--- src/rtl/snake_pkg.sv ---
// Shared types and constants for the snake game controller: FSM state
// encoding, direction codes and grid geometry.
package snake_pkg;

  typedef enum logic [2:0] {
    IDLE  = 3'd0,
    RUN   = 3'd1,
    STEP  = 3'd2,
    EVAL  = 3'd3,
    PAUSE = 3'd4,
    OVER  = 3'd5
  } state_t;

  localparam logic [1:0] DIR_LEFT  = 2'b00;
  localparam logic [1:0] DIR_RIGHT = 2'b01;
  localparam logic [1:0] DIR_UP    = 2'b10;
  localparam logic [1:0] DIR_DOWN  = 2'b11;

  localparam int COLS = 32;
  localparam int ROWS = 24;

  // Opposite directions share the axis bit and differ in the sense bit.
  function automatic logic is_reverse(input logic [1:0] a, input logic [1:0] b);
    return (a[1] == b[1]) && (a[0] != b[0]);
  endfunction

endpackage

--- src/rtl/snake_ctrl_if.sv ---
// Controller <-> snake datapath link: advance/load strobes, direction and
// length going out, wall-hit flag and head/food cells coming back.
interface snake_dp_if #(
  parameter int NUM_LEN = 10,
  parameter int MAX_LEN = 16
);
  // Wide enough to hold MAX_LEN itself.
  localparam int LEN_W = $clog2(MAX_LEN + 1);

  logic               step;
  logic               load;
  logic [1:0]         di;
  logic [LEN_W-1:0]   len;
  logic               should_stop;
  logic [NUM_LEN-1:0] head_pos;
  logic [NUM_LEN-1:0] food_pos;

  modport master (
    output step, load, di, len,
    input  should_stop, head_pos, food_pos
  );

  modport slave (
    input  step, load, di, len,
    output should_stop, head_pos, food_pos
  );
endinterface

--- src/rtl/snake_tick_gen.sv ---
// Move-tick counter: counts enabled cycles modulo TICK_DIV and flags the
// terminal count; holds its value while disabled.
module snake_tick_gen #(
  parameter int TICK_DIV = 25_000_000
) (
  input  logic clk,
  input  logic rst,
  input  logic en,
  input  logic clr,
  output logic tc
);
  localparam int CNT_W = (TICK_DIV > 1) ? $clog2(TICK_DIV) : 1;
  localparam logic [CNT_W-1:0] LAST = CNT_W'(TICK_DIV - 1);

  logic [CNT_W-1:0] cnt;

  always_ff @(posedge clk or posedge rst) begin
    if (rst) begin
      cnt <= '0;
    end else if (clr) begin
      cnt <= '0;
    end else if (en) begin
      cnt <= (cnt == LAST) ? '0 : cnt + 1'b1;
    end
  end

  assign tc = en && (cnt == LAST);

endmodule

--- src/rtl/snake_ctrl.sv ---
// Game sequencer for the snake datapath: move tick, direction latch,
// length/score bookkeeping and the run/pause/over state machine.
module snake_ctrl
  import snake_pkg::*;
#(
  parameter int TICK_DIV = 25_000_000,
  parameter int INIT_LEN = 4,
  parameter int MAX_LEN  = 16,
  parameter int NUM_LEN  = 10
) (
  input  logic       clk,
  input  logic       rst,
  input  logic       btn_start,
  input  logic       btn_pause,
  input  logic [3:0] btn_dir,
  snake_dp_if.master dp,
  output logic [7:0] score,
  output logic       food_eaten,
  output state_t     state
);
  localparam int LEN_W = $clog2(MAX_LEN + 1);

  state_t             state_next;
  logic [1:0]         di_q, di_next, pend_q, pend_next, dir_cand;
  logic [LEN_W-1:0]   len_q, len_next;
  logic [7:0]         score_next;
  logic               step_q, step_next, load_q, load_next, eat_next;
  logic               tick, tick_en;
  logic [NUM_LEN-1:0] head, food;

  function automatic logic [LEN_W-1:0] sat_len(input logic [LEN_W-1:0] v);
    if (v >= LEN_W'(MAX_LEN)) return LEN_W'(MAX_LEN);
    return v + 1'b1;
  endfunction

  function automatic logic [7:0] sat_score(input logic [7:0] v);
    if (v == 8'hFF) return v;
    return v + 8'd1;
  endfunction

  assign head = dp.head_pos;
  assign food = dp.food_pos;

  // A start or pause pulse in RUN freezes the count for that cycle.
  assign tick_en = (state == RUN) && !btn_start && !btn_pause;

  snake_tick_gen #(.TICK_DIV(TICK_DIV)) u_tick (
    .clk (clk),
    .rst (rst),
    .en  (tick_en),
    .clr (btn_start),
    .tc  (tick)
  );

  always_comb begin
    dir_cand = DIR_DOWN;
    if (btn_dir[0])      dir_cand = DIR_LEFT;
    else if (btn_dir[1]) dir_cand = DIR_RIGHT;
    else if (btn_dir[2]) dir_cand = DIR_UP;
  end

  always_comb begin
    state_next = state;
    di_next    = di_q;
    pend_next  = pend_q;
    len_next   = len_q;
    score_next = score;
    load_next  = 1'b0;
    eat_next   = 1'b0;

    if ((state inside {RUN, STEP, EVAL, PAUSE}) && (btn_dir != 4'b0000) &&
        !is_reverse(dir_cand, di_q)) begin
      pend_next = dir_cand;
    end

    if (btn_start) begin
      state_next = RUN;
      load_next  = 1'b1;
      len_next   = LEN_W'(INIT_LEN);
      score_next = 8'd0;
      di_next    = DIR_RIGHT;
      pend_next  = DIR_RIGHT;
    end else begin
      case (state)
        RUN: begin
          if (btn_pause) begin
            state_next = PAUSE;
          end else if (tick) begin
            state_next = STEP;
            di_next    = pend_q;
          end
        end
        STEP: state_next = EVAL;
        EVAL: begin
          if (dp.should_stop) begin
            state_next = OVER;
          end else begin
            if (head == food) begin
              len_next   = sat_len(len_q);
              score_next = sat_score(score);
              eat_next   = 1'b1;
            end
            state_next = RUN;
          end
        end
        PAUSE: if (btn_pause) state_next = RUN;
        default: ;
      endcase
    end

    step_next = (state_next == STEP);
  end

  always_ff @(posedge clk or posedge rst) begin
    if (rst) begin
      state      <= IDLE;
      di_q       <= DIR_RIGHT;
      pend_q     <= DIR_RIGHT;
      len_q      <= LEN_W'(INIT_LEN);
      score      <= 8'd0;
      step_q     <= 1'b0;
      load_q     <= 1'b0;
      food_eaten <= 1'b0;
    end else begin
      state      <= state_next;
      di_q       <= di_next;
      pend_q     <= pend_next;
      len_q      <= len_next;
      score      <= score_next;
      step_q     <= step_next;
      load_q     <= load_next;
      food_eaten <= eat_next;
    end
  end

  assign dp.step = step_q;
  assign dp.load = load_q;
  assign dp.di   = di_q;
  assign dp.len  = len_q;

endmodule

--- src/flat_wrapper.sv ---
// flat-port wrapper written by rule: the top's interface ports become plain ports
module snake_ctrl_flat import snake_pkg::*;
#(
  parameter int TICK_DIV = 25_000_000,
  parameter int INIT_LEN = 4,
  parameter int MAX_LEN  = 16,
  parameter int NUM_LEN  = 10
)
  (clk, rst, btn_start, btn_pause, btn_dir, score, food_eaten, state, dp_step, dp_load, dp_di, dp_len, dp_should_stop, dp_head_pos, dp_food_pos);
  snake_dp_if #(.NUM_LEN(NUM_LEN), .MAX_LEN(MAX_LEN)) dp_i ();
  input  logic clk;
  input  logic rst;
  input  logic btn_start;
  input  logic btn_pause;
  input  logic [3:0] btn_dir;
  output logic [7:0] score;
  output logic food_eaten;
  output state_t state;
  output wire logic [$bits(dp_i.step)-1:0] dp_step;
  output wire logic [$bits(dp_i.load)-1:0] dp_load;
  output wire logic [$bits(dp_i.di)-1:0] dp_di;
  output wire logic [$bits(dp_i.len)-1:0] dp_len;
  input wire logic [$bits(dp_i.should_stop)-1:0] dp_should_stop;
  input wire logic [$bits(dp_i.head_pos)-1:0] dp_head_pos;
  input wire logic [$bits(dp_i.food_pos)-1:0] dp_food_pos;
  assign dp_step = dp_i.step;
  assign dp_load = dp_i.load;
  assign dp_di = dp_i.di;
  assign dp_len = dp_i.len;
  assign dp_i.should_stop = dp_should_stop;
  assign dp_i.head_pos = dp_head_pos;
  assign dp_i.food_pos = dp_food_pos;
  snake_ctrl #(.TICK_DIV(TICK_DIV), .INIT_LEN(INIT_LEN), .MAX_LEN(MAX_LEN), .NUM_LEN(NUM_LEN)) u_core (.clk(clk), .rst(rst), .btn_start(btn_start), .btn_pause(btn_pause), .btn_dir(btn_dir), .dp(dp_i), .score(score), .food_eaten(food_eaten), .state(state));
endmodule
--- config.mk ---
export PLATFORM = sky130hd
export DESIGN_NAME = snake_ctrl_flat
export DESIGN_NICKNAME = d
export VERILOG_FILES = /design/src/rtl/snake_pkg.sv /design/src/rtl/snake_ctrl_if.sv /design/src/rtl/snake_tick_gen.sv /design/src/rtl/snake_ctrl.sv /design/src/flat_wrapper.sv
export SDC_FILE = /design/constraint.sdc
export NUM_CORES = 1
export LEC_CHECK = 0
export CAP_MARGIN = 20
export CELL_PAD_IN_SITES_DETAIL_PLACEMENT = 1
export CELL_PAD_IN_SITES_GLOBAL_PLACEMENT = 1
export CORE_MARGIN = 2
export CORE_UTILIZATION = 40
export DETAILED_ROUTE_END_ITERATION = 7
export GPL_TIMING_DRIVEN = 0
export PLACE_DENSITY_LB_ADDON = 0.1
export SETUP_SLACK_MARGIN = 0.15
export SKIP_LAST_GASP = 1
export SLEW_MARGIN = 20
export SYNTH_ARGS = -nofsm -noshare
export SYNTH_HDL_FRONTEND = slang
export SYNTH_SLANG_ARGS = --single-unit
--- constraint.sdc ---
create_clock -name clk -period 2.45 [get_ports clk]
set_clock_uncertainty 0.2 [all_clocks]
set_input_delay 0.49 -clock clk [delete_from_list [all_inputs] [get_ports clk]]
set_output_delay 0.49 -clock clk [all_outputs]
set_load 0.01 [all_outputs]
==> results of run 1 <==
-- cells in the mapped netlist, drive strengths merged (3+ instances only) --
library cell	n
nand3	23
dfrtp	45
a22oi	4
nand2	24
nor2	26
a32o	6
xor2	13
inv	9
dfstp	3
nand2b	3
nor4	11
nor2b	3
o21ai	20
nor3	13
or4	7
or3	4
nand4	12
a21o	5
clkbuf	9
buf	8
ha	4
mux2i	3
nand4b	3
a21oi	25
-- kinds of logic after synthesis --
logic type               synth area share, %
AO/OA/AOI/OAI                           16.8
XOR/XNOR                                4.57
adder cells (fa/ha/maj)                 1.74
buffers and inverters                   4.53
flip-flops                              41.9
multiplexers                            1.83
AND/OR/NAND/NOR                         28.6
-- path summary, 6_finish.rpt --
path	slack, ps	startpoint	to	cells past startpoint
setup / recovery	90	btn_pause	u_core.u_tick.cnt[18]	6
max in group asynchronous	1150	rst	u_core.dp.di[0]	3
setup reg to reg	110	u_core.state[0]	u_core.u_tick.cnt[18]	6
min in group asynchronous	320	rst	u_core.score[4]	2
hold reg to reg	310	u_core.pend_q[0]	u_core.dp.di[0]	2
hold / removal	310	u_core.pend_q[0]	u_core.dp.di[0]	2
-- power groups by stage --
stage	Combinational [mW]	Clock, mW	Sequential (mW)
floorplan	0.0908	0	0.824
global placement	0.189	0	0.823
detailed placement	0.196	0	0.823
CTS	0.201	0.704	0.808
global route	0.234	0.737	0.811
finish	0.216	0.689	0.809
-- state kept, by name, indices dropped and copies added (netlist names) --
register / cells
u_core.state: 3
u_core.dp.len: 5
u_core.pend_q: 2
u_core.score: 8
u_core.food_eaten: 1
u_core.dp.step: 1
u_core.dp.di: 2
u_core.u_tick.cnt: 25
u_core.dp.load: 1
-- routing by layer --
| layer | GRT usage (%) | vias to the layer above |
|---|---|---|
| li1 | - | 1329 |
| met1 | 34.2 | 1453 |
| met2 | 40.8 | 76 |
| met3 | 4.94 | 11 |
| met4 | 7.02 | 0 |
| met5 | 0 | - |
-- per-stage QoR --
stage / setup WS [ps] / area, µm²
floorplan: 304 / 2870
global placement: -644 / 3480
detailed placement: -637 / 3500
CTS: -10.5 / 3740
global route: -25.1 / 3930
finish: 94.5 / 3930
-- cells in the final DEF (no fill, tap or decap), drive strengths merged, types with 11 or more instances in the layout --
master,netlist,final
o21ai,20,20
dfrtp,45,45
a21oi,25,25
xor2,13,13
nand4,12,12
nor2,26,26
nand3,23,23
nor3,13,13
clkdlybuf4s50,0,45
nand2,24,24
nor4,11,11
buf,8,19
clkbuf,9,15
-- cell type report --
class / instances / share of cell area [%]
Buffer: 17 / 3.09
Clock buffer: 6 / 1.85
Clock inverter: 2 / 1.53
Inverter: 10 / 1.05
Multi-Input combinational cell: 243 / 43.4
Sequential cell: 48 / 30.7
Tap cell: 96 / 3.06
Timing Repair Buffer: 60 / 15.4
-- worst register-to-register path: cells and delay by family, from the launching register on --
kind / cells / cell delay [ps]
AO/OA/AOI/OAI: 2 / 440
flip-flops: 1 / 500
AND/OR/NAND/NOR: 2 / 680
buffers and inverters: 2 / 450
-- repair_timing --
action | in CTS | in global routing
pin swaps | 6 | 12
resized for setup | 17 | 44
hold buffers | 0 | 0
gates cloned | 1 | 0
endpoints found under the setup margin | 41 | 44
buffers inserted | 3 | 6
==> flow_summary.ini, run 1 <==
[clocking]
clock_path_buffers = 2
clock_latency_ps = 310
cts.clk_slew.worst_paths_ps = 90
cts_tree = built
cts_buffers = 5
cts_sinks = 48
cts-root-buf = clkbuf_8
h-tree-depth = 2

[die]
die_h_um = 88.8
dieArea_um2 = 7880
ios = 50
die_x_um = 88.8
rows = 30
start_util_pct = 41.8
fp.coreArea_um2 = 6870

[sta]
tightest_slew_ps = 750
maxSlewHeadroom_pct = 49.5
finalHoldWorstSlack_ps = 310
tns_ps = 0
fmax_mhz = 425
finalHoldViolations = 0
setup_viol = 0
fin_crit_ps = 2360
grt_setup_unrepaired = true
fin_crit_sh_pct = 96.1
drv_slew = 0

[placement]
port_buffers = 49
place_congestion = 0.854
place_inst = 464
dp.final_hpwl_mm = 6.40

[yosys]
ys_warn_count = 0
synth_area_um2 = 2870
synth.distinct_cells = 55
yosysSeqAreaShare_pct = 41.9
ys_ff_latch = 48
synth_largest_area_cell = dfrtp_1
yosys-top-cells-area = dfrtp_1 (39%), a21oi_1 (4.2%), xor2_1 (4.0%)
syn-num-nets = 351
avgSynthCellArea_um2 = 9.04
async_flop_share_pct = 100
synth_top_area_share_pct = 39.2
synth_edf_count = 0
ys.flop_type = dfrtp_1
postSynthCellCount = 318

[drt]
wirelength_mm = 9.69
met3_length_um = 499
antenna_left = 0
wirelength_met1_mm = 4.33
wire_per_inst_um = 20.1
first_pass_iters = 4
vias = 2869
drc = 0
first_iter_violations = 202
vias_per_cell = 5.95
routed.top_layer = met4
wl_met2_mm = 4.76

[cells_and_area]
antenna_cells = 0
final_cells = 482
layout.nets = 418
ff_latch_area_um2 = 1200
n_fill_cell = 802
syn2layout_area_growth_pct = 36.7
layout-drive-gt1-share_pct = 16.8
postLayoutCoreUtil_pct = 57.2
multi_input_area_um2 = 1710

[worst_setup_path]
cp_top_family = buffers and inverters
cpMaxStageDelayCell = clkdlybuf4s50_1
critPathMaxStageDelay_ps = 520
criticalPathCategory = input port to flop
required_ps = 2480
start_kind = input port
crit_fanout = 10
cp_cell_sequence = clkdlybuf4s50_1, or4_4, a21oi_4, buf_2, nand3_1, a21oi_1
crit_buf_inv = 2
cp.arrival_ps = 2390
crit_path_end_kind = flop

[power]
sw_frac_of_total_pct = 24.1
peakVddDrop_v = 0.000240
design_power_total_mw = 1.71
p_seq_share_pct = 47.2
switchingPower_uw = 412
p_per_area_nw_per_um2 = 436
p_leak_nw = 1.55
combPwrFrac_pct = 12.6
clockPowerShare_pct = 40.2
p_int_mw = 1.30

[global_routing]
antenna_found_initial = 0
grt_pass1_wl_mm = 15.1
track_usage_pct = 25.1
overflow = 0
first_global_vias = 2868
grt_max_degree = 30

[outcome]
status = complete, no violations

[hold_path]
hold_path.class = flop to flop

[job]
max_cap_violations = 0
Note: power is estimated with default switching activity, not from simulation.
==> inputs of run 2 (changes only) <==
Settings changed: CTS_BUF_LIST from default to sky130_fd_sc_hd__clkbuf_8, PLACE_DENSITY_LB_ADDON 0.1 to 0.15.
==> run 2 against run 1 <==
Effect of this change:
- via count barely moved
- count of clock-buffer cells in the layout did not move
- setup slack improved by 41 ps
- die area did not move
- worst hold slack got worse by 10 ps
- maximum frequency rose by 1.8%
- final cell count did not move
- sequential share of layout area rose by 0.86 points
- largest power group unchanged
==> flow_summary.ini, run 2 (synthesis gave the netlist of run 1 again) <==
[clocking]
cts_buffers = 5
cts.clk_slew.worst_paths_ps = 90
cts-root-buf = clkbuf_8
clock_path_buffers = 2
cts_tree = built
postCtsHoldBufs = 0
h-tree-depth = 2
cts_sinks = 48
clock_latency_ps = 310

[sta]
fin_crit_sh_pct = 94.5
fin_crit_ps = 2310
fmax_mhz = 432
finalHoldWorstSlack_ps = 300
tns_ps = 0
setup_slack_ps = 135
maxSlewHeadroom_pct = 54.0
setup_viol = 0
drv_slew = 0
finalHoldViolations = 0
tightest_slew_ps = 685
grt_setup_unrepaired = true

[cells_and_area]
largest_reg_flops = 25
layout.nets = 418
layout_common_cells = dfrtp_1 (45), clkdlybuf4s50_1 (40), nor2_1 (24), nand2_1 (24), a21oi_1 (23)
n_fill_cell = 805
syn2layout_area_growth_pct = 33.0
layout-drive-gt1-share_pct = 16.3
antenna_cells = 0
final_common_cell = dfrtp_1
top_register = u_core.u_tick.cnt
postLayoutCoreUtil_pct = 55.6

[drt]
wire_per_inst_um = 19.6
antenna_left = 0
first_pass_iters = 4
routed.top_layer = met4
met3_length_um = 470
vias = 2868
vias_per_cell = 5.95
wl_met2_mm = 4.65
drc = 0
first_iter_violations = 116
wirelength_mm = 9.44
wirelength_met1_mm = 4.24

[power]
p_per_area_nw_per_um2 = 395
p_leak_nw = 1.52
peakVddDrop_v = 0.000313

[worst_setup_path]
crit_buf_inv = 2
start_kind = input port
crit_fanout = 10
r2r-start = u_core.state[2]
crit_end = u_core.u_tick.cnt[12]
cp.arrival_ps = 2320
critPathLaunch = btn_pause
criticalPathCategory = input port to flop
required_ps = 2450
cp_top_family = buffers and inverters
crit_path_end_kind = flop
critPathMaxStageDelay_ps = 540
r2r-end = u_core.score[5]
r2r_slack_ps = 170
cp_cell_sequence = clkdlybuf4s50_1, nor4_2, clkbuf_2, o21ai_0, a32o_1
ff2ff_path_depth = 6
cp_num_cells = 5
cpMaxStageDelayCell = nor4_2

[die]
die_x_um = 88.8
ios = 50
die_h_um = 88.8
fp.coreArea_um2 = 6870
rows = 30
dieArea_um2 = 7880
start_util_pct = 41.8

[placement]
dp.final_hpwl_mm = 6.57
dpl_worst_slack_ps = -636
port_buffers = 49
place_congestion = 0.855

[outcome]
status = complete, no violations

[global_routing]
antenna_found_initial = 0
grt_pass1_wl_mm = 14.9
grt_max_degree = 31
overflow = 0
first_global_vias = 2873
track_usage_pct = 24.6

[hold_path]
hold_path.class = input port to asynchronous set/reset pin

[job]
max_cap_violations = 0
## run 2: worst min-delay path by stage
stage                          start  slack (ps)               to  depth (start not counted)
global route                     rst         340  u_core.state[1]                          2
global placement    u_core.pend_q[0]         300  u_core.dp.di[0]                          2
CTS                              rst         320  u_core.state[1]                          2
finish                           rst         300  u_core.state[1]                          2
detailed placement  u_core.pend_q[0]         310  u_core.dp.di[0]                          2
floorplan           u_core.pend_q[0]         270  u_core.dp.di[0]                          2
## run 2: per-layer routing
layer  global-route usage, %  vias up
met5                       0        -
met4                    5.65        0
met3                    3.73        7
met2                    41.5       64
met1                    33.4     1475
li1                        -     1322
## run 2: layout make-up
class | count | area [µm²] | area share (%)
Clock inverter | 2 | 7.51 | 0.196
Buffer | 17 | 115 | 3.01
Clock buffer | 6 | 82.6 | 2.16
Inverter | 10 | 41.3 | 1.08
Multi-Input combinational cell | 243 | 1670 | 43.6
Sequential cell | 48 | 1200 | 31.5
Timing Repair Buffer | 60 | 582 | 15.2
Tap cell | 96 | 120 | 3.14
## run 2: worst reg2reg max path, stage by stage (launching register included)
cell and delay, ps:
dfrtp_1 390, buf_6 140, nand4bb_1 190, nor4_2 300
nand3_2 220, nor4_2 370, mux2_2 370
## run 2: metrics by stage
stage | total power, mW | cell area, µm² | std cells
after floorplan | 0.914 | 2870 | 318
after global placement | 1.01 | 3480 | 463
after detailed placement | 1.02 | 3500 | 464
after CTS | 1.51 | 3690 | 476
after global routing | 1.56 | 3820 | 482
final | 1.51 | 3820 | 482
## run 2: timing repair
action | CTS | global route
setup buffers | 3 | 6
pin swaps | 14 | 9
gates cloned | 1 | 0
endpoints found under the setup margin | 41 | 29
hold endpoints to repair | 0 | 0
gates resized for setup | 29 | 26
## run 2: power breakdown
group | switching (mW) | leakage, nW | internal, mW
sequential | 0.00717 | 0.652 | 0.801
clock | 0.278 | 0.0538 | 0.223
combinational | 0.116 | 0.810 | 0.0825
==> inputs of run 3 (changes only) <==
Settings changed: CORE_ASPECT_RATIO from default to 1.5.
==> run 3 against run 2 <==
Effect of this change:
- wire length is 0.14% lower
- combinational power is 5% higher
- critical path depth stayed put
- via count is 3.2% lower
- clock power is 2% higher
- total power is 1.6% higher
- maximum frequency is 2.0% lower
- final cell count is 4.8% lower
- count of clock-buffer cells in the layout stayed put
- die area is 0.18% higher
- critical endpoint is now u_core.u_tick.cnt[19]
==> flow_summary.ini, run 3 (synthesis gave the netlist of run 1 again) <==
[outcome]
status = complete, no violations

[placement]
port_buffers = 49
dp.final_hpwl_mm = 6.53
place_congestion = 0.876
dpl_worst_slack_ps = -546

[global_routing]
overflow = 0
antenna_found_initial = 0
track_usage_pct = 24.6
grt_pass1_wl_mm = 14.9
grt_max_degree = 31
first_global_vias = 2995

[drt]
first_pass_iters = 4
wirelength_mm = 9.42
wire_per_inst_um = 20.5
antenna_left = 0
vias = 2776
vias_per_cell = 6.05
first_iter_violations = 68
drc = 0

[power]
switchingPower_uw = 415
sw_frac_of_total_pct = 27.1
p_seq_share_pct = 52.9
peakVddDrop_v = 0.000320
clockPowerShare_pct = 33.5
p_int_mw = 1.12
design_power_total_mw = 1.53
p_leak_nw = 1.51
combPwrFrac_pct = 13.6
p_per_area_nw_per_um2 = 397

[worst_setup_path]
required_ps = 2420
crit_fanout = 7
critPathMaxStageDelay_ps = 740
cp.arrival_ps = 2340
cp_cell_sequence = nand4_1, nor4_1, a22oi_1, o21ai_0, a21oi_1
start_kind = flop
crit_path_end_kind = flop
criticalPathCategory = flop to flop
cpMaxStageDelayCell = nor4_1

[sta]
setup_slack_ps = 87.3
grt_setup_unrepaired = true
fin_crit_sh_pct = 96.4
tightest_slew_ps = 719
setup_viol = 0
fin_crit_ps = 2360
drv_slew = 0
maxSlewHeadroom_pct = 51.6
fmax_mhz = 423
finalHoldViolations = 0
tns_ps = 0

[clocking]
cts_tree = built
h-tree-depth = 2
cts_buffers = 5
cts.clk_slew.worst_paths_ps = 90
cts_sinks = 48
clock_path_buffers = 2
cts-root-buf = clkbuf_8
postCtsHoldBufs = 0
clock_latency_ps = 320

[job]
max_cap_violations = 0

[die]
rows = 37
die_x_um = 73.2
fp.coreArea_um2 = 6900
die_h_um = 108
dieArea_um2 = 7890
start_util_pct = 41.7
ios = 50

[cells_and_area]
layout.nets = 413
syn2layout_area_growth_pct = 34.3
layout_common_cells = clkdlybuf4s50_1 (43), dfrtp_1 (43), nor2_1 (25), nand2_1 (24), nand3_1 (22)
antenna_cells = 0
top_register = u_core.u_tick.cnt
layout-drive-gt1-share_pct = 17.1
largest_reg_flops = 25
n_fill_cell = 803

[hold_path]
hold_path.class = flop to flop
-- run 3: changes by cell type in the layout (fill, tap and decap cells not counted), sizes merged --
cell | before | now
clkdlybuf4s50 | 40 | 43
dlymetal6s2s | 1 | 6
clkbuf | 16 | 15
dlygate4sd2 | 8 | 0
buf | 18 | 14
clkinv | 0 | 2
inv | 11 | 9
-- run 3: power by group through the flow --
| stage | sequential (mW) | clock, mW | combinational, mW |
|---|---|---|---|
| 2_1_floorplan | 0.824 | 0 | 0.0908 |
| 3_3_place_gp | 0.823 | 0 | 0.187 |
| 3_5_place_dp | 0.823 | 0 | 0.196 |
| 4_1_cts | 0.808 | 0.524 | 0.201 |
| 5_1_grt | 0.812 | 0.544 | 0.227 |
| 6_report | 0.811 | 0.513 | 0.209 |
-- run 3: critical path: cells and delay by family (launching register included) --
kind	cells	cell delay (ps)
compound gates	3	470
flops	1	480
simple gates	2	1080
-- run 3: routing by layer --
| layer | vias up | wire, µm | GRT usage [%] |
|---|---|---|---|
| li1 | 1311 | - | - |
| met3 | 23 | 237 | 3.28 |
| met2 | 52 | 5270 | 45.6 |
| met4 | 0 | 257 | 10.7 |
| met5 | - | 0 | 0 |
| met1 | 1390 | 3660 | 27.1 |
-- run 3: area by class of cell --
type                            instances  area [µm²]  area share (%)
Buffer                                 17         121            3.15
Clock buffer                            6        82.6            2.14
Clock inverter                          2        10.0           0.259
Inverter                               10        41.3            1.07
Multi-Input combinational cell        243        1730            44.9
Sequential cell                        48        1210            31.3
Tap cell                               78        97.6            2.53
Timing Repair Buffer                   55         567            14.7
-- run 3: timing repair --
| item | in CTS | in global routing |
|---|---|---|
| endpoints found under the setup margin | 37 | 41 |
| gates cloned | 1 | 0 |
| buffers inserted | 0 | 4 |
| gates resized for setup | 13 | 54 |
| pin swaps | 2 | 14 |
-- run 3: stage by stage --
step,hold slack (ps),std cells,utilization (%),cell area [µm²]
after floorplan,273,318,-,2870
after global placement,284,445,50.2,3460
after detailed placement,298,446,50.5,3480
after CTS,308,455,52.7,3630
after global routing,339,459,55.9,3860
final,309,459,55.9,3860
-- run 3: path summary, 6_finish.rpt --
| check | startpoint | endpoint | slack, ps | cells past startpoint |
|---|---|---|---|---|
| worst min-delay path | u_core.pend_q[0] | u_core.dp.di[0] | 310 | 2 |
| worst max register to register | u_core.u_tick.cnt[3] | u_core.u_tick.cnt[19] | 90 | 5 |
| worst max-delay path | u_core.u_tick.cnt[3] | u_core.u_tick.cnt[19] | 90 | 5 |
| worst min register to register | u_core.pend_q[0] | u_core.dp.di[0] | 310 | 2 |
| min in group asynchronous | rst | u_core.dp.len[1] | 360 | 2 |
| max in group asynchronous | rst | u_core.u_tick.cnt[0] | 1150 | 3 |
